===== config.mk =====
export PLATFORM = sky130hd
export DESIGN_NAME = apb_soc_timer
export DESIGN_NICKNAME = d
export VERILOG_FILES = /design/src/rtl/apb_soc_timer.sv
export SDC_FILE = /design/constraint.sdc
export NUM_CORES = 1
export LEC_CHECK = 0
export CORE_ASPECT_RATIO = 1.25
export CORE_MARGIN = 5
export CORE_UTILIZATION = 30
export CTS_BUF_LIST = sky130_fd_sc_hd__clkbuf_4 sky130_fd_sc_hd__clkbuf_8
export CTS_CLUSTER_DIAMETER = 100
export DETAILED_ROUTE_END_ITERATION = 10
export PLACE_DENSITY = 0.55
export SYNTH_ARGS = -nofsm -noshare
export SYNTH_HDL_FRONTEND = slang
export SYNTH_SLANG_ARGS = --single-unit

===== constraint.sdc =====
create_clock -name clk_i -period 3.1 [get_ports clk_i]
set_input_delay 0.62 -clock clk_i [delete_from_list [all_inputs] [get_ports clk_i]]
set_output_delay 0.62 -clock clk_i [all_outputs]
set_load 0.02 [all_outputs]

===== src/rtl/apb_soc_timer.sv =====
// APB timer slave: prescaled 32-bit compare timer with sticky irq
// and a free-running 64-bit cycle counter with hi-word shadow.
module apb_soc_timer #(
    parameter int APB_ADDR_WIDTH = 12,
    parameter int PRESC_WIDTH    = 8
) (
    input  logic                      clk_i,
    input  logic                      rst_i,
    input  logic                      psel,
    input  logic                      penable,
    input  logic                      pwrite,
    input  logic [APB_ADDR_WIDTH-1:0] paddr,
    input  logic [31:0]               pwdata,
    output logic [31:0]               prdata,
    output logic                      pready,
    output logic                      pslverr,
    output logic                      irq_o
);

    localparam logic [2:0] A_CTRL  = 3'd0;
    localparam logic [2:0] A_COUNT = 3'd1;
    localparam logic [2:0] A_CMP   = 3'd2;
    localparam logic [2:0] A_STAT  = 3'd3;
    localparam logic [2:0] A_CYLO  = 3'd4;
    localparam logic [2:0] A_CYHI  = 3'd5;

    logic                   en_q, en_d;
    logic                   os_q, os_d;
    logic                   ie_q, ie_d;
    logic [PRESC_WIDTH-1:0] presc_q, presc_d;
    logic [PRESC_WIDTH-1:0] pcnt_q, pcnt_d;
    logic [31:0]            count_q, count_d;
    logic [31:0]            cmp_q, cmp_d;
    logic                   pend_q, pend_d;
    logic [63:0]            cyc_q, cyc_d;
    logic [31:0]            cyhi_q, cyhi_d;

    logic       access;
    logic       addr_ok;
    logic [2:0] idx;
    logic       wr_ok;
    logic       rd_ok;
    logic       sel_ctrl, sel_count, sel_cmp;
    logic       sel_stat, sel_cylo, sel_cyhi;
    logic       wr_ctrl, wr_count, wr_cmp, wr_stat;
    logic       rd_cylo;
    logic       tick;
    logic       hit;
    logic [31:0] rdata;
    logic        unused_paddr;

    assign unused_paddr = ^paddr[APB_ADDR_WIDTH-1:5];

    assign idx     = paddr[4:2];
    assign access  = psel & penable;
    assign addr_ok = (paddr[1:0] == 2'b00) && (idx <= A_CYHI);
    assign wr_ok   = access & pwrite & addr_ok;
    assign rd_ok   = access & ~pwrite & addr_ok;

    assign sel_ctrl  = (idx == A_CTRL);
    assign sel_count = (idx == A_COUNT);
    assign sel_cmp   = (idx == A_CMP);
    assign sel_stat  = (idx == A_STAT);
    assign sel_cylo  = (idx == A_CYLO);
    assign sel_cyhi  = (idx == A_CYHI);

    assign wr_ctrl  = wr_ok & sel_ctrl;
    assign wr_count = wr_ok & sel_count;
    assign wr_cmp   = wr_ok & sel_cmp;
    assign wr_stat  = wr_ok & sel_stat;
    assign rd_cylo  = rd_ok & sel_cylo;

    assign tick = en_q && (pcnt_q == presc_q);
    // A COUNT write overrides the tick, so it also suppresses the hit.
    assign hit  = tick && (count_q == cmp_q) && !wr_count;

    always_comb begin
        en_d    = en_q;
        os_d    = os_q;
        ie_d    = ie_q;
        presc_d = presc_q;
        pcnt_d  = pcnt_q;
        count_d = count_q;
        cmp_d   = cmp_q;
        pend_d  = pend_q;
        cyc_d   = cyc_q + 64'd1;
        cyhi_d  = cyhi_q;

        if (!en_q || tick) begin
            pcnt_d = '0;
        end else begin
            pcnt_d = pcnt_q + PRESC_WIDTH'(1);
        end

        if (wr_count) begin
            count_d = pwdata;
            pcnt_d  = '0;
        end else if (tick) begin
            if (count_q == cmp_q) begin
                count_d = '0;
            end else begin
                count_d = count_q + 32'd1;
            end
        end

        if (wr_ctrl) begin
            en_d    = pwdata[0];
            os_d    = pwdata[1];
            ie_d    = pwdata[2];
            presc_d = pwdata[8 +: PRESC_WIDTH];
            if (!en_q && pwdata[0]) begin
                pcnt_d = '0;
            end
        end

        if (hit && os_q) begin
            en_d = 1'b0;
        end

        if (wr_cmp) begin
            cmp_d = pwdata;
        end

        if (wr_stat && pwdata[0]) begin
            pend_d = 1'b0;
        end
        if (hit) begin
            pend_d = 1'b1;
        end

        if (rd_cylo) begin
            cyhi_d = cyc_q[63:32];
        end
    end

    always_ff @(posedge clk_i) begin
        if (rst_i) begin
            en_q    <= 1'b0;
            os_q    <= 1'b0;
            ie_q    <= 1'b0;
            presc_q <= '0;
            pcnt_q  <= '0;
            count_q <= '0;
            cmp_q   <= '0;
            pend_q  <= 1'b0;
            cyc_q   <= '0;
            cyhi_q  <= '0;
        end else begin
            en_q    <= en_d;
            os_q    <= os_d;
            ie_q    <= ie_d;
            presc_q <= presc_d;
            pcnt_q  <= pcnt_d;
            count_q <= count_d;
            cmp_q   <= cmp_d;
            pend_q  <= pend_d;
            cyc_q   <= cyc_d;
            cyhi_q  <= cyhi_d;
        end
    end

    always_comb begin
        rdata = '0;
        if (access && addr_ok) begin
            unique case (1'b1)
                sel_ctrl: begin
                    rdata[0] = en_q;
                    rdata[1] = os_q;
                    rdata[2] = ie_q;
                    rdata[8 +: PRESC_WIDTH] = presc_q;
                end
                sel_count: rdata = count_q;
                sel_cmp:   rdata = cmp_q;
                sel_stat:  rdata[0] = pend_q;
                sel_cylo:  rdata = cyc_q[31:0];
                sel_cyhi:  rdata = cyhi_q;
                default:   rdata = '0;
            endcase
        end
    end

    assign prdata  = rdata;
    assign pready  = 1'b1;
    assign pslverr = access & ~addr_ok;
    assign irq_o   = pend_q & ie_q;

endmodule


==> impl_metrics.csv <==
group,metric,value,unit
run_status,run_status,"completed",
critical_path,crit_fanout,15,
sta,finalSetupViolCount,0,
grt,grt_overflow,0,
finish,antenna_cells,0,
sta,min_period,3010,ps
sta,finalClockSkew,13.5,ps
grt,use_met2,0.286,
synthesis,synth_fa_ha_area_frac,0.00405,
hold_path,min_path_type,"reg -> reg",
clock_tree,cts_max_path_buffers,2,
critical_path,crit_chain,"clkdlybuf4s50_1 > a211oi_2 > and2_1 > o21ai_2 > buf_12 > a21oi_1 > dlygate4sd2_1",
synthesis,yosys.area_share.simple,0.262,
sta,rsz0062_at_grt,"no",
pwr,switching_share,0.249,
clock_tree,cts_root_buf,"clkbuf_8",
synthesis,yosysTopAreaCell,"dfxtp_1",
sta,worst_pin_slew,816,ps
critical_path,rrSetupSlack,570,ps
synthesis,syn_area,9270,sq um
pwr,pwr-share-clk,0.389,
clock_tree,htreeDepth,4,
pwr,cellLeakagePower,3.45,nW
critical_path,critPathMaxStageDelay,510,ps
sta,finalMaxSlewViolations,0,
grt,grt_pass1_vias,8055,
critical_path,crit_type,"in -> out",
clock_tree,path_clk_slew,80,ps
critical_path,crit_slowest_cell,"clkdlybuf4s50_1",
grt,grt_busiest_layer,"met2",
synthesis,synth_fp_nets,1231,
finish,syn2layout_area_growth,18.8,%
pwr,seqPwrFrac,0.555,
die,io_pins,84,
detailed_routing,drc_errors,0,
synthesis,ys_types,55,
synthesis,synth_compound_area_frac,0.167,
clock_tree,numCtsBuffers,17,
finish,register_area,3600,sq um
detailed_routing,drt_iter0_markers,537,
place,dp.cells,1626,
sta,tns,0,ps
finish,fin_cells,1657,
place,numPortBuffers,75,
pwr,comb_power_share,0.056,
flow_run,maxCapViolations,0,
detailed_routing,routedWlPerCell,17.5,um
die,floorplan.die_area,34500,sq um
clock_tree,cts_tree,"built",
grt,grt_start_max_net_pins,171,
synthesis,synthTopCellsByArea,"dfxtp_1 39%, nand2_1 8.1%, xnor2_1 7.6%",
clock_tree,insertion_delay,470,ps
finish,mostFrequentLayoutCell,"nand2_1",
synthesis,synth-seq-cells,180,
critical_path,r2r_cells,7,
synthesis,syn_avg_cell_area,7.86,sq um
synthesis,synth-edff-count,0,
place,dp_hpwl,21300,um
clock_tree,cts-hold-fix-buffers,0,
detailed_routing,drt_wl_total,29000,um
detailed_routing,dr.pass1.iters,6,
detailed_routing,vias,8520,
critical_path,worstSetupStartpointType,"primary input",
synthesis,synth_top_family_by_area,"simple AND/OR/NAND/NOR gates",
synthesis,netlist_instances,1179,
synthesis,post-synth-top-area-fraction,0.389,
synthesis,synthMuxAreaShare,0.0347,
die,core,30700,sq um
die,fp.dieH,207,um
critical_path,cp.required,2480,ps
detailed_routing,ant_nets,0,
pwr,p_switching,0.00104,W
synthesis,yosys_warnings,0,
hold_path,whs_path_depth,2,
synthesis,synth_xor_area_frac,0.101,
finish,mostFrequentLayoutCells,"200 x nand2_1, 180 x dfxtp_1, 120 x a21oi_1",
grt,grt_pass1_wl,45600,um
pwr,p_int,0.00315,W
grt,antenna_found_initial,0,
finish,multiInputGateArea,5310,sq um
finish,drive_above_1_share,0.0984,
synthesis,async_flop_share,0,
grt,grt_usage,0.165,
sta,finalHoldViolations,0,
clock_tree,cts_sinks,180,
synthesis,ys.flop_type,"dfxtp_1",
pwr,worst_ir_drop_vdd,0.247,mV
synthesis,yosysSeqAreaShare,0.389,
detailed_routing,viasPerCell,5.14,
sta,period_share,0.972,
sta,fmax,332,MHz
pwr,powerDensity,380,nW/um^2
place,place_congestion,0.841,
die,rows,72,
die,die_w,167,um
finish,fin_nets,1290,
critical_path,worstSetupEndpointType,"output port",
sta,slew_headroom,0.456,
die,start_util,0.302,
grt,met3_usage,0.0276,
critical_path,cp.arrival,2390,ps
grt,use_met1,0.206,
finish,n_fill_cell,3186,
-- area by class of cell --
| cell class | count | area share |
|---|---|---|
| tap | 407 | 0.0462 |
| clock buffer | 19 | 0.0226 |
| sequential | 180 | 0.327 |
| inverter | 16 | 0.00545 |
| clock inverter | 12 | 0.0119 |
| multi-input combinational | 898 | 0.482 |
| timing repair buffer | 125 | 0.105 |
-- synth_stat cells (all sizes together) (18+ instances only) --
master / number
nand2: 200
dfxtp: 180
a21oi: 121
nor2: 96
xnor2: 80
clkbuf: 72
nand3: 63
a22oi: 52
nand4: 37
xor2: 27
o21ai: 25
or3: 24
nor3: 18
-- cells by family after synthesis --
family,after synthesis
and+or+nand+nor,510
AOI/OAI and AO/OA,253
DFF,180
xor gates and xnor gates,107
buffers and inverters,101
muxes,24
adders and majority gates,3
other,1
-- power by group through the flow --
stage / registers, W / clock network [W] / logic [W]
after floorplan: 0.00237 / 0 / 0.000104
after global placement: 0.00238 / 0 / 0.000234
after detailed placement: 0.00238 / 0 / 0.000232
after CTS: 0.00232 / 0.00167 / 0.000235
after global routing: 0.00233 / 0.00176 / 0.000252
final: 0.00232 / 0.00163 / 0.000235
-- sequential cells by signal, summed over array words and instances (netlist names) --
signal   flops
os_q         1
ie_q         1
pend_q       1
cmp_q       32
count_q     32
en_q         1
cyc_q       64
pcnt_q       8
cyhi_q      32
presc_q      8
-- timing repair --
item                       CTS  global route
resized for setup           58            13
setup endpoints to repair   32            16
pin swaps                    0             0
buffers inserted             0             0
-- per-stage QoR --
| stage | power, W | utilization | setup WS [ps] | hold WS, ps | cell area [sq um] |
|---|---|---|---|---|---|
| floorplan | 0.00248 | - | 189 | 432 | 9270 |
| global placement | 0.00261 | 0.347 | -521 | 441 | 10700 |
| detailed placement | 0.00261 | 0.347 | -543 | 445 | 10700 |
| CTS | 0.00423 | 0.359 | 32.7 | 459 | 11000 |
| global route | 0.00434 | 0.359 | 0.308 | 480 | 11000 |
| finish | 0.00419 | 0.359 | 88.0 | 456 | 11000 |
-- worst max-delay path: cells and delay by family --
family	cells	cell delay, ps
simple gates	1	190
buf+inv	3	1060
compound gates	3	530
-- metal layers --
| layer | routed length (um) | part of all wire |
|---|---|---|
| met4 | 913 | 0.032 |
| met2 | 14200 | 0.49 |
| met5 | 0 | 0 |
| met1 | 12600 | 0.43 |
| met3 | 1240 | 0.043 |
-- worst paths after layout --
check / end / start
max: prdata[30] / paddr[1]
min reg2reg: cyhi_q[2]$_SDFFE_PP0P_ / cyhi_q[2]$_SDFFE_PP0P_
max reg2reg: cyc_q[62]$_SDFF_PP0_ / cyc_q[1]$_SDFF_PP0_
min: cyhi_q[2]$_SDFFE_PP0P_ / cyhi_q[2]$_SDFFE_PP0P_
Power figures use the tool's default switching activity.
